**src/rtl/water_tank_level_scanner_pkg.sv**
```systemverilog
// ----------------------------------------------------------------------------
// water_tank_pkg
// Shared definitions for the water-tank level scanner:
//   - clog2 helper for counter widths
//   - max_level(): highest level code for a given level width
//   - water_rows(): number of water rows above the floor for a level
//   - column kind enum and the wall/floor pixel constants
//   - pixel_lit(): image of one pixel for a column kind and water height
// ----------------------------------------------------------------------------
`timescale 1ns/1ps
package water_tank_pkg;

  typedef enum logic [0:0] {
    COL_WALL     = 1'b0,
    COL_INTERIOR = 1'b1
  } col_kind_e;

  // Walls are drawn fully lit and the floor row is always lit.
  localparam logic WALL_PIXEL  = 1'b1;
  localparam logic FLOOR_PIXEL = 1'b1;
  localparam logic WATER_PIXEL = 1'b1;
  localparam logic EMPTY_PIXEL = 1'b0;

  function automatic int clog2(input int value);
    int result;
    result = 0;
    for (int i = 0; i < 31; i++) begin
      if ((32'sd1 <<< i) < value) begin
        result = i + 1;
      end
    end
    return result;
  endfunction

  function automatic int max_level(input int level_w);
    return (32'sd1 <<< level_w) - 32'sd1;
  endfunction

  // Floor of level*(rows-1)/max_lvl. The 32-bit intermediate is wider than
  // level_w + clog2(rows) for every legal parameter set, so nothing truncates.
  function automatic int water_rows(input int level, input int rows, input int max_lvl);
    return (level * (rows - 32'sd1)) / max_lvl;
  endfunction

  function automatic logic pixel_lit(input col_kind_e kind, input int row,
                                     input int rows, input int water);
    logic lit;
    case (kind)
      COL_WALL: lit = WALL_PIXEL;
      COL_INTERIOR: begin
        if (row == rows - 32'sd1) begin
          lit = FLOOR_PIXEL;
        end else if (row >= rows - 32'sd1 - water) begin
          lit = WATER_PIXEL;
        end else begin
          lit = EMPTY_PIXEL;
        end
      end
      default: lit = EMPTY_PIXEL;
    endcase
    return lit;
  endfunction

endpackage

```
**src/rtl/water_tank_level_scanner_tick_divider.sv**
```systemverilog
// ----------------------------------------------------------------------------
// tick_divider
// Free-running modulo-DIV counter emitting a registered one-cycle tick while
// the count sits at DIV-1. clr_i synchronously parks the count at 0.
// Ports:
//   clk_i   - clock
//   rst_ni  - asynchronous active-low reset
//   clr_i   - synchronous clear of the count
//   tick_o  - high for one cycle out of every DIV
// ----------------------------------------------------------------------------
`timescale 1ns/1ps
module tick_divider
  import water_tank_pkg::*;
#(
  parameter int DIV = 2
) (
  input  logic clk_i,
  input  logic rst_ni,
  input  logic clr_i,
  output logic tick_o
);

  localparam int CNT_W = (DIV > 1) ? clog2(DIV) : 1;
  localparam logic [CNT_W-1:0] LAST = CNT_W'(DIV - 1);

  logic [CNT_W-1:0] cnt_q, cnt_d;
  logic             tick_q, tick_d;

  // Next count and next tick; the tick is registered so it lines up with
  // the count reaching DIV-1.
  always_comb begin
    if (clr_i) begin
      cnt_d = '0;
    end else if (cnt_q == LAST) begin
      cnt_d = '0;
    end else begin
      cnt_d = cnt_q + CNT_W'(1'b1);
    end
    tick_d = (cnt_d == LAST);
  end

  // Count and tick registers.
  always_ff @(posedge clk_i or negedge rst_ni) begin
    if (!rst_ni) begin
      cnt_q  <= '0;
      tick_q <= 1'b0;
    end else begin
      cnt_q  <= cnt_d;
      tick_q <= tick_d;
    end
  end

  assign tick_o = tick_q;

endmodule

```
**src/rtl/water_tank_level_scanner.sv**
```systemverilog
// ----------------------------------------------------------------------------
// water_tank_level_scanner
// Scanned LED-matrix renderer for the water-tank icon. The measured level is
// synchronised, the displayed level walks one step at a time toward it, and
// the tank image (walls, floor, water column) is multiplexed one column at a
// time with a blank first slot per column. The tank blinks while empty.
// Ports:
//   clk               - system clock
//   reset_n           - asynchronous active-low reset
//   enable            - display enable; low blanks and parks the scan
//   tank_level_status - measured level, asynchronous to clk
//   column_select     - one-hot active-high column drive
//   rows_status       - active-high row drive for the selected column
//   level_displayed   - level currently drawn
//   empty_alarm       - high while displayed and measured level are both 0
// ----------------------------------------------------------------------------
`timescale 1ns/1ps
module water_tank_level_scanner
  import water_tank_pkg::*;
#(
  parameter int ROWS      = 7,
  parameter int COLS      = 5,
  parameter int LEVEL_W   = 2,
  parameter int SCAN_DIV  = 4,
  parameter int STEP_DIV  = 8,
  parameter int BLINK_DIV = 16
) (
  input  logic               clk,
  input  logic               reset_n,
  input  logic               enable,
  input  logic [LEVEL_W-1:0] tank_level_status,
  output logic [COLS-1:0]    column_select,
  output logic [ROWS-1:0]    rows_status,
  output logic [LEVEL_W-1:0] level_displayed,
  output logic               empty_alarm
);

  localparam int              MAX_LEVEL = max_level(LEVEL_W);
  localparam logic [COLS-1:0] COL0      = COLS'(1'b1);

  logic               scan_tick_s, step_tick_s, blink_tick_s;
  logic [LEVEL_W-1:0] sync1_q, target_q;
  logic [LEVEL_W-1:0] level_q, level_d;
  logic               alarm_q, alarm_d;
  logic               blink_q, blink_d;
  logic               blank_q, blank_d;
  logic [COLS-1:0]    col_q, col_d;
  logic [COLS-1:0]    col_sel_q, col_sel_d;
  logic [ROWS-1:0]    rows_q, rows_d;
  logic [ROWS-1:0]    image_s;
  col_kind_e          kind_s;
  int                 water_s;

  tick_divider #(.DIV(SCAN_DIV)) u_scan_div (
    .clk_i  (clk),
    .rst_ni (reset_n),
    .clr_i  (~enable),
    .tick_o (scan_tick_s)
  );

  tick_divider #(.DIV(STEP_DIV)) u_step_div (
    .clk_i  (clk),
    .rst_ni (reset_n),
    .clr_i  (1'b0),
    .tick_o (step_tick_s)
  );

  tick_divider #(.DIV(BLINK_DIV)) u_blink_div (
    .clk_i  (clk),
    .rst_ni (reset_n),
    .clr_i  (1'b0),
    .tick_o (blink_tick_s)
  );

  // Two-flop synchroniser for the asynchronous level input.
  always_ff @(posedge clk or negedge reset_n) begin
    if (!reset_n) begin
      sync1_q  <= '0;
      target_q <= '0;
    end else begin
      sync1_q  <= tank_level_status;
      target_q <= sync1_q;
    end
  end

  // Animation step toward the registered target; equal means hold.
  always_comb begin
    if (!step_tick_s) begin
      level_d = level_q;
    end else if (level_q < target_q) begin
      level_d = level_q + LEVEL_W'(1'b1);
    end else if (level_q > target_q) begin
      level_d = level_q - LEVEL_W'(1'b1);
    end else begin
      level_d = level_q;
    end
  end

  // Empty alarm and blink phase.
  always_comb begin
    alarm_d = (level_q == '0) && (target_q == '0);
    if (blink_tick_s) begin
      blink_d = ~blink_q;
    end else begin
      blink_d = blink_q;
    end
  end

  // Image of the column currently held in col_q at the displayed level.
  assign water_s = water_rows(int'(level_q), ROWS, MAX_LEVEL);

  // Column kind from the one-hot column position.
  always_comb begin
    if (col_q[0] || col_q[COLS-1]) begin
      kind_s = COL_WALL;
    end else begin
      kind_s = COL_INTERIOR;
    end
  end

  // Per-row pixel decode.
  always_comb begin
    image_s = '0;
    for (int r = 0; r < ROWS; r++) begin
      image_s[r] = pixel_lit(kind_s, r, ROWS, water_s);
    end
  end

  // Scan position and output drive. blank_q marks slot 0 of a column: it is
  // set right after a slot wrap and whenever the scan is parked by enable=0.
  always_comb begin
    if (!enable) begin
      col_d     = COL0;
      blank_d   = 1'b1;
      col_sel_d = '0;
      rows_d    = '0;
    end else begin
      if (scan_tick_s) begin
        col_d = {col_q[COLS-2:0], col_q[COLS-1]};
      end else begin
        col_d = col_q;
      end
      blank_d   = scan_tick_s;
      col_sel_d = col_q;
      if (blank_q || (alarm_q && blink_q)) begin
        rows_d = '0;
      end else begin
        rows_d = image_s;
      end
    end
  end

  // State and output registers.
  always_ff @(posedge clk or negedge reset_n) begin
    if (!reset_n) begin
      level_q   <= '0;
      alarm_q   <= 1'b0;
      blink_q   <= 1'b0;
      blank_q   <= 1'b1;
      col_q     <= COL0;
      col_sel_q <= COL0;
      rows_q    <= '0;
    end else begin
      level_q   <= level_d;
      alarm_q   <= alarm_d;
      blink_q   <= blink_d;
      blank_q   <= blank_d;
      col_q     <= col_d;
      col_sel_q <= col_sel_d;
      rows_q    <= rows_d;
    end
  end

  assign column_select   = col_sel_q;
  assign rows_status     = rows_q;
  assign level_displayed = level_q;
  assign empty_alarm     = alarm_q;

endmodule

```
**config.mk**
```make
export PLATFORM = sky130hd
export DESIGN_NAME = water_tank_level_scanner
export DESIGN_NICKNAME = d
export VERILOG_FILES = /design/src/rtl/water_tank_level_scanner_pkg.sv /design/src/rtl/water_tank_level_scanner_tick_divider.sv /design/src/rtl/water_tank_level_scanner.sv
export SDC_FILE = /design/constraint.sdc
export NUM_CORES = 1
export LEC_CHECK = 0
export ABC_AREA = 1
export BUFFER_PORTS_ARGS = -buffer_cell sky130_fd_sc_hd__buf_2
export CAP_MARGIN = 20
export CORE_ASPECT_RATIO = 2
export CORE_MARGIN = 3
export CORE_UTILIZATION = 57
export DETAILED_ROUTE_END_ITERATION = 8
export GPL_ROUTABILITY_DRIVEN = 0
export HOLD_SLACK_MARGIN = 0.08
export PLACE_DENSITY_LB_ADDON = 0.15
export SYNTH_ARGS = -nofsm -noshare
export SYNTH_HDL_FRONTEND = slang
export SYNTH_HIERARCHICAL = 1
export SYNTH_SLANG_ARGS = --single-unit
```
**constraint.sdc**
```tcl
create_clock -name clk -period 3.3 [get_ports clk]
set_input_delay 0.66 -clock clk [delete_from_list [all_inputs] [get_ports clk]]
set_output_delay 0.66 -clock clk [all_outputs]
set_load 0.03 [all_outputs]
```
After elaboration in Yosys (flattened, before gate mapping)
Index checks and enable logic that the tools add are counted.

word-level totals
  flip-flop bits (word level) = 38
  input bits = 5
  output and inout bits = 15

cells by class
  add/subtract/negate cells = 6
  multiply operators = 1
  divide/modulo/power cells = 1
  magnitude comparators = 8
  equal/unequal tests = 7
  multiplexer cells = 25
  bitwise operators = 1
  reductions and logical operators = 8

operators with widths
  cell                                                                number
  greater-or-equal comparator 3 x 32 -> 1 bit (first input constant)  2
  greater-or-equal comparator 4 x 32 -> 1 bit (first input constant)  2
  divider 32 x 3 -> 32 bit (second input constant)                    1
  greater-or-equal comparator 1 x 32 -> 1 bit (first input constant)  1
  greater-or-equal comparator 2 x 32 -> 1 bit (first input constant)  1
  subtractor 4 x 32 -> 32 bit (first input constant)                  1
  2-to-1 mux 5 bit                                                    3
  2-to-1 mux 7 bit                                                    2
  one-hot mux 1 bit (2 select lines)                                  6
  equality test 4 bit (second input constant)                         2
  2-to-1 mux 1 bit                                                    8
  2-to-1 mux 2 bit                                                    4
  equality test 3 bit (second input constant)                         2
  adder 2 x 1 -> 2 bit (second input constant)                        2
  adder 4 x 1 -> 4 bit (second input constant)                        1
  equality test 2 bit (second input constant)                         2
  logical NOT 2 bit                                                   2
  multiplier 2 x 2 -> 4 bit (second input constant)                   1
  2-to-1 mux 4 bit                                                    1
  adder 3 x 1 -> 3 bit (second input constant)                        1
  2-to-1 mux 3 bit                                                    1
  greater-than comparator 2 bit                                       1
  logical AND 1 bit                                                   2
  logical OR 1 bit                                                    2
  6 further kinds                                                     6

Longest topological paths before layout
Gate-level depths: netlist of run 1.

  depth after elaboration = 8
  mapped depth = 19

Modules after synthesis
The synthesis of run 1 kept the hierarchy.

by module, submodules not included
  module                       instances  cells an instance  area an instance (um2)
  water_tank_level_scanner     1          159                1338.8
  tick_divider at u_blink_div  1          26                 229.0
  tick_divider at u_step_div   1          16                 168.9
  tick_divider at u_scan_div   1          12                 122.6

Worst setup path after synthesis of run 1
No wires, ideal clock.

  path kind = register -> register
  start = reg level_q[0], in the netlist level_displayed[0]
  end = reg rows_q[3], in the netlist rows_status[3]
  data arrival time = 2.425 ns
  data required time = 3.184 ns
  slack = 0.759 ns
  stages on the path, launching flop included = 18
  period minus slack after synthesis = 2.541 ns
  cell sequence = dfrtp_1 > inv_1 > ha_1 > nor2_2 > nand2_2 > nand2_1 > inv_1 > ha_1 > inv_1 > nand2_1 > nor2_4 > nand3_1 > nand3_1 > nand2_1 > nor2_1 > nand2_1 > nand2_1 > nand2_1

between the ends
  longest elaborated chain between the ends = 8

ends and longest elaborated chain
  item                                         RTL line                            text
  start: declaration                           water_tank_level_scanner.sv:43      logic [LEVEL_W-1:0] level_q, level_d;
  start signal: assignment                     water_tank_level_scanner.sv:164     level_q <= level_d;
  multiplier 2 x 2 -> 4 bit                    water_tank_level_scanner_pkg.sv:42  return (level * (rows - 32'sd1)) / max_lvl;
  divider 32 x 3 -> 32 bit                     water_tank_level_scanner_pkg.sv:42
  subtractor 4 x 32 -> 32 bit                  --
  greater-or-equal comparator 3 x 32 -> 1 bit  water_tank_level_scanner_pkg.sv:53  end else if (row >= rows - 32'sd1 - water) begin
  2-to-1 mux 1 bit                             water_tank_level_scanner_pkg.sv:53
  one-hot mux 1 bit (2 select lines)           water_tank_level_scanner_pkg.sv:48  case (kind)
  2-to-1 mux 7 bit                             water_tank_level_scanner.sv:145     if (blank_q || (alarm_q && blink_q)) begin
  2-to-1 mux 7 bit                             water_tank_level_scanner.sv:132     if (!enable) begin
  named net rows_d[3]                          water_tank_level_scanner.sv:49      logic [ROWS-1:0] rows_q, rows_d;
  end signal: assignment                       water_tank_level_scanner.sv:170     rows_q <= rows_d;
  end: declaration                             water_tank_level_scanner.sv:49

The timed path passes the listed nets, and every way through them passes these cells.
A chain may end at the register's enable or synchronous reset.

Worst setup path in the final report of run 1
Ends and elaborated chain as after synthesis.

==> results.md, run 1 <==
* Total of fill cells in the finished design at 256
* # clock sinks at 36
* PD cells at 805 nW/um^2
* Core area at ~3000 sq um
* Startpoint Class: flop
* Final Power at 0.00169 W
* Routed WL at 3110 um
* Number of buffers and inverters on the critical path at 3
* Fmax at roughly 380 MHz
* Site Rows at 28
* # IOs at 20
* CTS tree: yes
* Port-buffer cells at 19
* Family with the most delay on the worst path: simple AND/OR/NAND/NOR gates
* Number of synthesized flops with an enable pin at 0
* Worst slew margin at 49.7%
* Worst-margin pin slew at roughly 0.75 ns
* Total vias in the final route at around 1300
* Setup crit end kind: flop
* LEAKAGE at 1.25 nW
* Setup TNS at 0 ns
* DP HPWL at 2480 um
* Share of async-settable or async-resettable flops after synthesis at 100%
* First-pass iteration count of the detailed router at 4
* Arrival @ worst endpoint at 2.81 ns
* Synth Flop Type: dfrtp_1
* Critical Path Stages at 17
* Slowest stage delay, CP at 0.58 ns
* DRC viols at 0
* Maximum clock insertion buffer count at 2
* Clk slew on worst S/H paths at 0.07 ns
* CTS Root Cell: clkbuf_8
* Yosys warnings at 6
* Fraction of layout cells with a size suffix above 1 at 21.1%
* # diodes at 0
* Pin count of the biggest net entering global routing at 37
* Final setup viols at 0
* Die Y at slightly below 90 um
* Unrepaired setup endpoints after global routing: no
* Post-cts sizing count at 0
* Skew final at just under 0.005 ns
* Layout Nets at 262
* Full die area at ~4000 sq um
* Final ANT Viol Nets at 0
* Seq/Total Area, Yosys at roughly 49%
* CP max FO at 11
* First-pass GRT wire length at 5240 um
* Syn_area_per_cell at 8.73 sq um
* WS Path Type: reg2reg
* GRT Overall Usage at 18.2%
* Fin. max-slew vios at 0
* Max-Cap Viols at 0
* Synth Instances at about 210
* Number of hold buffers added after cts at 0
* Peak VDD IR at 0.642 mV
* Vias/cell at 4.94
* Fin crit period at 2.63 ns
* Post-Syn Area at approximately 1900 sq um
* Synth unique cells at 30
* Synth-to-layout area growth at 12.9%
* Worst Path Required at 3.48 ns
* Cell mode on critical path: nand2_1
* Final worst path period share at 79.6%
* Die W at roughly 46 um
* Final Hold Fails at 0
* Clock insertion delay at the later pin of the skew report at 0.28 ns
* Initial DRC count at 19
* Starting Density at roughly 60%
* Num CTS Buffers at 5
* CP max stage cell: dfrtp_1
* Postcts setup bufs at 0
* Cell Chain, Critical Path: inv_1, ha_1, nor2_2, nand2_2, nand2_1, inv_1, ha_1, inv_1, nand2_1, nor2_4, nand3_1, nand3_1, nand2_1, nor2_1, nand2_1, nand2_1, nand2_1
* GR Overflow Total at 0
* Hold path depth at 0
* Initial antenna violation count at 0
* Status: completed
* Vias in the first global route at 1322
* Register bit count reported by yosys at 36
* Wire per inst at 11.4 um
* H-tree levels at 2
* Hold crit path type: reg2reg
* Worst Reg-to-Reg Cells at 17
## area by class of cell
| cell class | count | area, sq um | share of cell area (%) |
|---|---|---|---|
| Timing Repair Buffer | 19 | 95.1 | 4.53 |
| Multi-Input combinational cell | 135 | 790 | 37.6 |
| Inverter | 44 | 165 | 7.87 |
| Clock buffer | 6 | 72.6 | 3.46 |
| Clock inverter | 2 | 35.0 | 1.67 |
| Sequential cell | 36 | 905 | 43.1 |
| Tap cell | 30 | 37.5 | 1.79 |
## cell usage in the layout, fill, tap and decap left out, types with 2 or more instances in the layout
cell type and instances:
a21oi_1 7, buf_2 19, clkbuf_8 5, clkinv_1 2, conb_1 7, dfrtp_1 33, dfstp_2 3, ha_1 16
inv_1 36, inv_2 6, nand2_1 41, nand2_2 5, nand2_4 2, nand3_1 11, nand3_2 3, nand4_1 2
nor2_1 18, nor2_2 3, o21ai_0 5, o21bai_1 2, or2_2 2, xor2_1 3
## final timing paths
path / from / end / slack, ns
worst max-delay path: level_displayed[0] / rows_status[3] / 0.67
worst min-delay path: sync1_q[0] / target_q[0] / 0.35
worst max register to register: level_displayed[0] / rows_status[3] / 0.67
worst min register to register: sync1_q[0] / target_q[0] / 0.35
max in group asynchronous: reset_n / column_select[1] / 2.38
min in group asynchronous: reset_n / level_displayed[0] / 0.44
## through the flow
step,instances,utilization [%],instance area (sq um),hold WS (ns),setup WS [ns]
after global placement,264,65.4,1990,0.333,0.781
after floorplan,218,-,1880,0.331,0.759
after detailed placement,264,65.4,1990,0.337,0.683
after global routing,272,68.9,2100,0.357,0.461
after CTS,272,68.9,2100,0.347,0.664
final,272,68.9,2100,0.346,0.674
## report_power, final
part	leakage [nW]	switching, W	internal [W]	total [W]
registers	0.468	0.0000461	0.000483	0.000529
logic	0.732	0.000511	0.000277	0.000788
clock network	0.0552	0.000149	0.000224	0.000373
## layer usage
metal	global-route usage [%]	share of wire (%)	routed length, um	up-vias
met5	0	0	0	-
met2	32.8	57	1770	25
met1	16.5	35	1100	616
met4	12.2	4.7	147	0
li1	-	-	-	688
met3	3.74	2.8	87	14
## state kept, by name (all words and copies together), names as in the netlist
signal,count
blank_q,1
level_displayed,2
u_scan_div/tick_o,1
empty_alarm,1
target_q,2
sync1_q,2
u_step_div/cnt_q,3
blink_q,1
u_blink_div/tick_o,1
col_q,5
rows_status,5
column_select,5
u_step_div/tick_o,1
u_blink_div/cnt_q,4
u_scan_div/cnt_q,2
## cell usage after synthesis (3+ instances only)
cell type	n	area [sq um]
inv_1	36	135
nand3_1	11	55.1
nand2_1	41	154
ha_1	16	200
xor2_1	3	26.3
o21ai_0	5	25.0
dfstp_2	3	78.8
inv_2	6	22.5
dfrtp_1	33	826
nand3_2	3	30.0
nand2_2	5	31.3
nor2_2	3	18.8
nor2_1	18	67.6
a21oi_1	7	35.0
## kinds of logic (layout without fill, tap and decap cells)
family          count (synthesis)  in the layout  synth area share (%)
xor+xnor                        3              3                  1.41
other cells                     2              7                 0.404
fa+ha+maj                      16             16                  10.8
simple gates                   93             93                  24.1
compound gates                 16             16                  4.78
buf+inv                        47             71                  9.89
flops                          36             36                  48.7
Note: power is estimated with default switching activity, not from simulation.
==> inputs of run 2 (changes only) <==
--- a/config.mk
+++ b/config.mk
@@ -10,7 +10,7 @@
 export CAP_MARGIN = 20
 export CORE_ASPECT_RATIO = 2
 export CORE_MARGIN = 3
-export CORE_UTILIZATION = 57
+export CORE_UTILIZATION = 52
 export DETAILED_ROUTE_END_ITERATION = 8
 export GPL_ROUTABILITY_DRIVEN = 0
 export HOLD_SLACK_MARGIN = 0.08
==> constraint.sdc (replaced) <==
create_clock -name clk -period 2.4 [get_ports clk]
set_input_delay 0.48 -clock clk [delete_from_list [all_inputs] [get_ports clk]]
set_output_delay 0.48 -clock clk [all_outputs]
set_load 0.03 [all_outputs]
==> run 2 against run 1 <==
Register-to-register slack got worse by 0.44 ns. Final area increased by 2.6%. Count of clock-buffer cells in the layout decreased by 1. Combinational power increased by 43%. Non-clock buffer count increased by 3. Critical path type unchanged. Largest power group unchanged.
==> results.md, run 2 (same netlist as run 1, synthesis figures left out) <==
* Fraction of layout cells with a size suffix above 1 at 23.7%
* Worst Path Required at 2.59 ns
* Wire per inst at 10.0 um
* Final Hold Fails at 0
* Cell mode on critical path: nand2_1
* Combinational share of power at 47.8%
* GRT Overall Usage at ~17%
* Total vias in the final route at 1365
* Sw frac at 41.0%
* Fin. max-slew vios at 0
* Setup TNS at 0 ns
* Final Power at 0.00235 W
* GR Overflow Total at 0
* Postcts setup bufs at 0
* Int Power at 0.00139 W
* First-pass iteration count of the detailed router at 2
* Skew final at 0.00538 ns
* Initial DRC count at 14
* Clk pwr share at approximately 22%
* Clk slew on worst S/H paths at 0.07 ns
* Sequential share of power at around 30%
* Hold WS at 0.260 ns
* Final worst path period share at 90.2%
* CP max stage cell: dfrtp_2
* Core area at 3420 sq um
* Placement-stage cell area at approximately 2000 sq um
* CTS tree: yes
* Fin crit period at 2.17 ns
* Layout Utilization at about 63%
* Layout Nets at 265
* Maximum clock insertion buffer count at 2
* WS Path Type: reg2reg
* Vias/cell at around 4.7
* Commonest non-fill, non-tap cell in the layout: nand2_1
* # clock sinks at 36
* Fmax at 462 MHz
* DP HPWL at 2400 um
* Initial antenna violation count at 0
* Final ANT Viol Nets at 0
* LEAKAGE at 1.26 nW
* Hold crit path type: in2async
* # diodes at 0
* Number of hold buffers added after cts at 0
* Die Y at 90.6 um
* Synth-to-layout area growth at 15.8%
* Routed WL at about 3000 um
* Unrepaired setup endpoints after global routing: no
* Total of fill cells in the finished design at between 300 and 400
* H-tree levels at 2
* Vias in the first global route at 1343
* Final non-filler cell area at 2150 sq um
* First-pass GRT wire length at 5200 um
* CTS Root Cell: clkbuf_8
* Psw at 0.000966 W
* Final setup viols at 0
* Pin count of the biggest net entering global routing at 37
* Setup crit end kind: flop
* Starting Density at 54.4%
* Site Rows at 30
* Status: completed
* Startpoint Class: flop
* Slowest stage delay, CP at about 0.43 ns
* Worst-margin pin slew at 0.754 ns
* DRC viols at 0
* Clock insertion delay at the later pin of the skew report at a little under 0.3 ns
* Cell Chain, Critical Path: inv_1, ha_2, inv_2, nand2_4, nand2_1, nand2_1, inv_1, ha_1, inv_1, nand2_1, nor2_4, nand3_1, nand3_1, nand2_1, nor2_1, nand2_1, nand2_1, nand2_1
* Max-Cap Viols at 0
* Peak VDD IR at 0.656 mV
* Commonest non-fill, non-tap cells in the layout: nand2_1, inv_1, dfrtp_1
* Full die area at 4370 sq um
* Worst slew margin at roughly 50%
* Num CTS Buffers at 5
* PD cells at approximately 1100 nW/um^2
* Arrival @ worst endpoint at 2.35 ns
* Die W at between 40 and 50 um
* CP max FO at 5
* # IOs at 20
* Port-buffer cells at 19
-- run 2: repair_timing --
item | in CTS | in global routing
hold endpoints to repair | 0 | 0
resized for setup | 0 | 2
setup endpoints to repair | 0 | 1
-- run 2: routing by layer --
layer	up-vias	wire [um]	global-route usage (%)
met5	-	0	0
li1	707	-	-
met4	0	112	9.89
met3	8	90	4.19
met2	22	1660	28.4
met1	628	1070	15.9
-- run 2: cell type report --
cell class                      instances  area [sq um]  area share [%]
Inverter                               44           165            7.67
Clock inverter                          3          42.5            1.98
Timing Repair Buffer                   22           118            5.46
Tap cell                               48          60.1            2.79
Clock buffer                            5          68.8            3.20
Multi-Input combinational cell        135           792            36.8
Sequential cell                        36           907            42.1
-- run 2: power groups by stage --
stage	combinational (W)	clock, W	sequential [W]
final	0.00113	0.000515	0.000713
after global routing	0.00129	0.000560	0.000724
after CTS	0.00114	0.000534	0.000712
after detailed placement	0.00114	0	0.000723
after global placement	0.00113	0	0.000720
after floorplan	0.000814	0	0.000789
-- run 2: metrics by stage --
stage               worst slack (ns)  cells
floorplan                     0.0619    218
global placement               0.218    285
detailed placement             0.171    285
CTS                            0.158    293
global route                0.000786    293
finish                         0.234    293
-- run 2: final timing paths --
check,start,end,slack [ns],cells after the start
worst max-delay path,level_displayed[0],rows_status[3],0.23,18
worst min-delay path,reset_n,level_displayed[1],0.26,1
worst max register to register,level_displayed[0],rows_status[3],0.23,18
worst min register to register,sync1_q[1],target_q[1],0.35,0
max in group asynchronous,reset_n,level_displayed[0],1.62,1
min in group clk,tank_level_status[0],sync1_q[0],0.30,1
-- run 2: critical path, delay by kind of cell, from the launching register on --
family / cells / cell delay, ns
adders and majority gates: 2 / 0.41
buffers and inverters: 4 / 0.30
DFF: 1 / 0.43
and+or+nand+nor: 12 / 0.92
==> inputs of run 3 (changes only) <==
--- a/config.mk
+++ b/config.mk
@@ -15,6 +15,7 @@
 export GPL_ROUTABILITY_DRIVEN = 0
 export HOLD_SLACK_MARGIN = 0.08
 export PLACE_DENSITY_LB_ADDON = 0.15
+export SETUP_SLACK_MARGIN = 0.4
 export SYNTH_ARGS = -nofsm -noshare
 export SYNTH_HDL_FRONTEND = slang
 export SYNTH_HIERARCHICAL = 1
==> run 3 against run 2 <==
Die area unchanged. Count of clock-buffer cells in the layout rose by 1. Via count is 1.6% higher. Final area is 6.3% higher. Sequential share of layout area fell by 2.4 points. Flip-flop and latch count did not move. Power grew 11%. Core utilization grew 4.0 points. Worst hold slack got worse by 0.082 ns. Critical endpoint unchanged.
==> results.md, run 3 (same netlist as run 1, synthesis figures left out) <==
* # clock sinks at 36
* Placement-stage cell area at 2090 sq um
* FF+latch area at 910 sq um
* Total vias in the final route at 1387
* Port-buffer cells at 19
* Sequential share of power at 28.2%
* DRC viols at 0
* Worst Path Required at 2.58 ns
* First-pass iteration count of the detailed router at 4
* Site Rows at 30
* Setup crit end kind: flop
* Fin crit period at 2.05 ns
* Starting Density at 54.4%
* Skew final at 0.00279 ns
* First-pass GRT wire length at about 5500 um
* Wire per inst at 10.8 um
* Total of fill cells in the finished design at 297
* Cell mode on critical path: nand2_1
* Maximum clock insertion buffer count at 2
* Fin. max-slew vios at 0
* Number of hold buffers added after cts at 0
* Sw frac at 43.0%
* Vias in the first global route at 1385
* Setup TNS at 0 ns
* Pin count of the biggest net entering global routing at 26
* Hold crit path type: in2async
* PD cells at 1140 nW/um^2
* Final non-filler cell area at 2290 sq um
* Initial DRC count at 26
* Status: completed
* Layout Nets at 271
* Synth-to-layout area growth at 23.1%
* Worst-margin pin slew at 0.553 ns
* Clk pwr share at 16.9%
* CP max stage cell: dfrtp_4
* Fraction of layout cells with a size suffix above 1 at roughly a third
* Clk slew on worst S/H paths at 0.07 ns
* Commonest non-fill, non-tap cell in the layout: nand2_1
* # diodes at 0
* WS Path Type: reg2reg
* Vias/cell at ~4.6
* CP max FO at 5
* CTS tree: yes
* Routed WL at 3220 um
* Int Power at 0.00149 W
* Max-Cap Viols at 0
* Fmax at 488 MHz
* Arrival @ worst endpoint at 2.23 ns
* GRT Overall Usage at 17.7%
* Slowest stage delay, CP at about 0.53 ns
* LEAKAGE at 1.31 nW
* Final worst path period share at between 80% and 90%
* Cell Chain, Critical Path: inv_6, ha_4, inv_2, nand2_2, nand2_2, inv_2, ha_4, inv_2, nand2_2, nor2_4, nand3_2, nand3_2, nand2_1, nor2_1, nand2_1, nand2_1, nand2_1
* Die W at 48.3 um
* Startpoint Class: flop
* Peak VDD IR at 0.769 mV
* Full die area at 4370 sq um
* CTS Root Cell: clkbuf_8
* Final setup viols at 0
* Combinational share of power at between 50% and 60%
* Psw at 0.00112 W
* Core area at 3420 sq um
* Initial antenna violation count at 0
* Area of the multi-input gates at 887 sq um
* # IOs at 20
* GR Overflow Total at 0
* Die Y at between 90 and 100 um
* Final ANT Viol Nets at 0
* Clock insertion delay at the later pin of the skew report at 0.28 ns
* DP HPWL at 2430 um
* H-tree levels at 2
* Num CTS Buffers at 5
* Worst slew margin at 63.1%
* Unrepaired setup endpoints after global routing: yes
* Commonest non-fill, non-tap cells in the layout: nand2_1, inv_1, dfrtp_1
* Final Hold Fails at 0
==> run 3: power by group through the flow <==
stage	registers, W	clock network, W	logic [W]
detailed placement	0.000766	0	0.00120
global route	0.000749	0.000487	0.00160
CTS	0.000740	0.000463	0.00132
floorplan	0.000814	0	0.000895
finish	0.000737	0.000442	0.00143
global placement	0.000763	0	0.00118
==> run 3: area by class of cell <==
cell class	count	area share [%]
repair buffers	28	7.11
clock buffers	6	3.61
inverters	44	7.55
well taps	48	2.62
clock inverters	2	0.601
flip-flops and latches	36	39.7
multi-input cells	135	38.8
==> run 3: per-stage QoR <==
stage / hold slack [ns] / instances / utilization, % / worst slack [ns] / total power (W)
5_1_grt: 0.206 / 299 / 67.0 / 0.171 / 0.00283
3_5_place_dp: 0.346 / 284 / 61.3 / 0.248 / 0.00197
2_1_floorplan: 0.184 / 218 / - / 0.341 / 0.00171
3_3_place_gp: 0.335 / 284 / 61.3 / 0.295 / 0.00195
4_1_cts: 0.193 / 298 / 66.2 / 0.371 / 0.00253
6_report: 0.178 / 299 / 67.0 / 0.351 / 0.00261
==> run 3: final timing paths <==
kind                                      startpoint                  to  slack [ns]  cells after the start
worst max-delay path              level_displayed[0]      rows_status[3]        0.35                     17
worst min-delay path                         reset_n  level_displayed[0]        0.18                      1
worst max register to register    level_displayed[0]      rows_status[3]        0.35                     17
worst min register to register            sync1_q[1]         target_q[1]        0.36                      0
max in group asynchronous                    reset_n             blank_q        1.57                      2
min in group clk                tank_level_status[0]          sync1_q[0]        0.30                      1
==> run 3: worst max-delay path, delay by kind of cell, from the launching register on <==
kind	cells	cell delay, ns
adder cells (fa/ha/maj)	2	0.37
buffers and inverters	4	0.25
flip-flops	1	0.53
AND/OR/NAND/NOR	11	0.79
==> run 3: what timing repair did <==
| action | in CTS | in global routing |
|---|---|---|
| buffers inserted | 6 | 1 |
| pin swaps | 6 | 9 |
| endpoints found under the setup margin | 1 | 1 |
| gates resized for setup | 4 | 5 |
| endpoints found under the hold margin | 0 | 0 |
==> run 3: routing by layer <==
metal  GRT usage (%)  up-vias  share of wire [%]
met5               0        -                  0
met4            10.8        0                4.9
met3            4.79       13                3.1
met2            28.9       24                 56
met1            18.3      637                 36
li1                -      713                  -
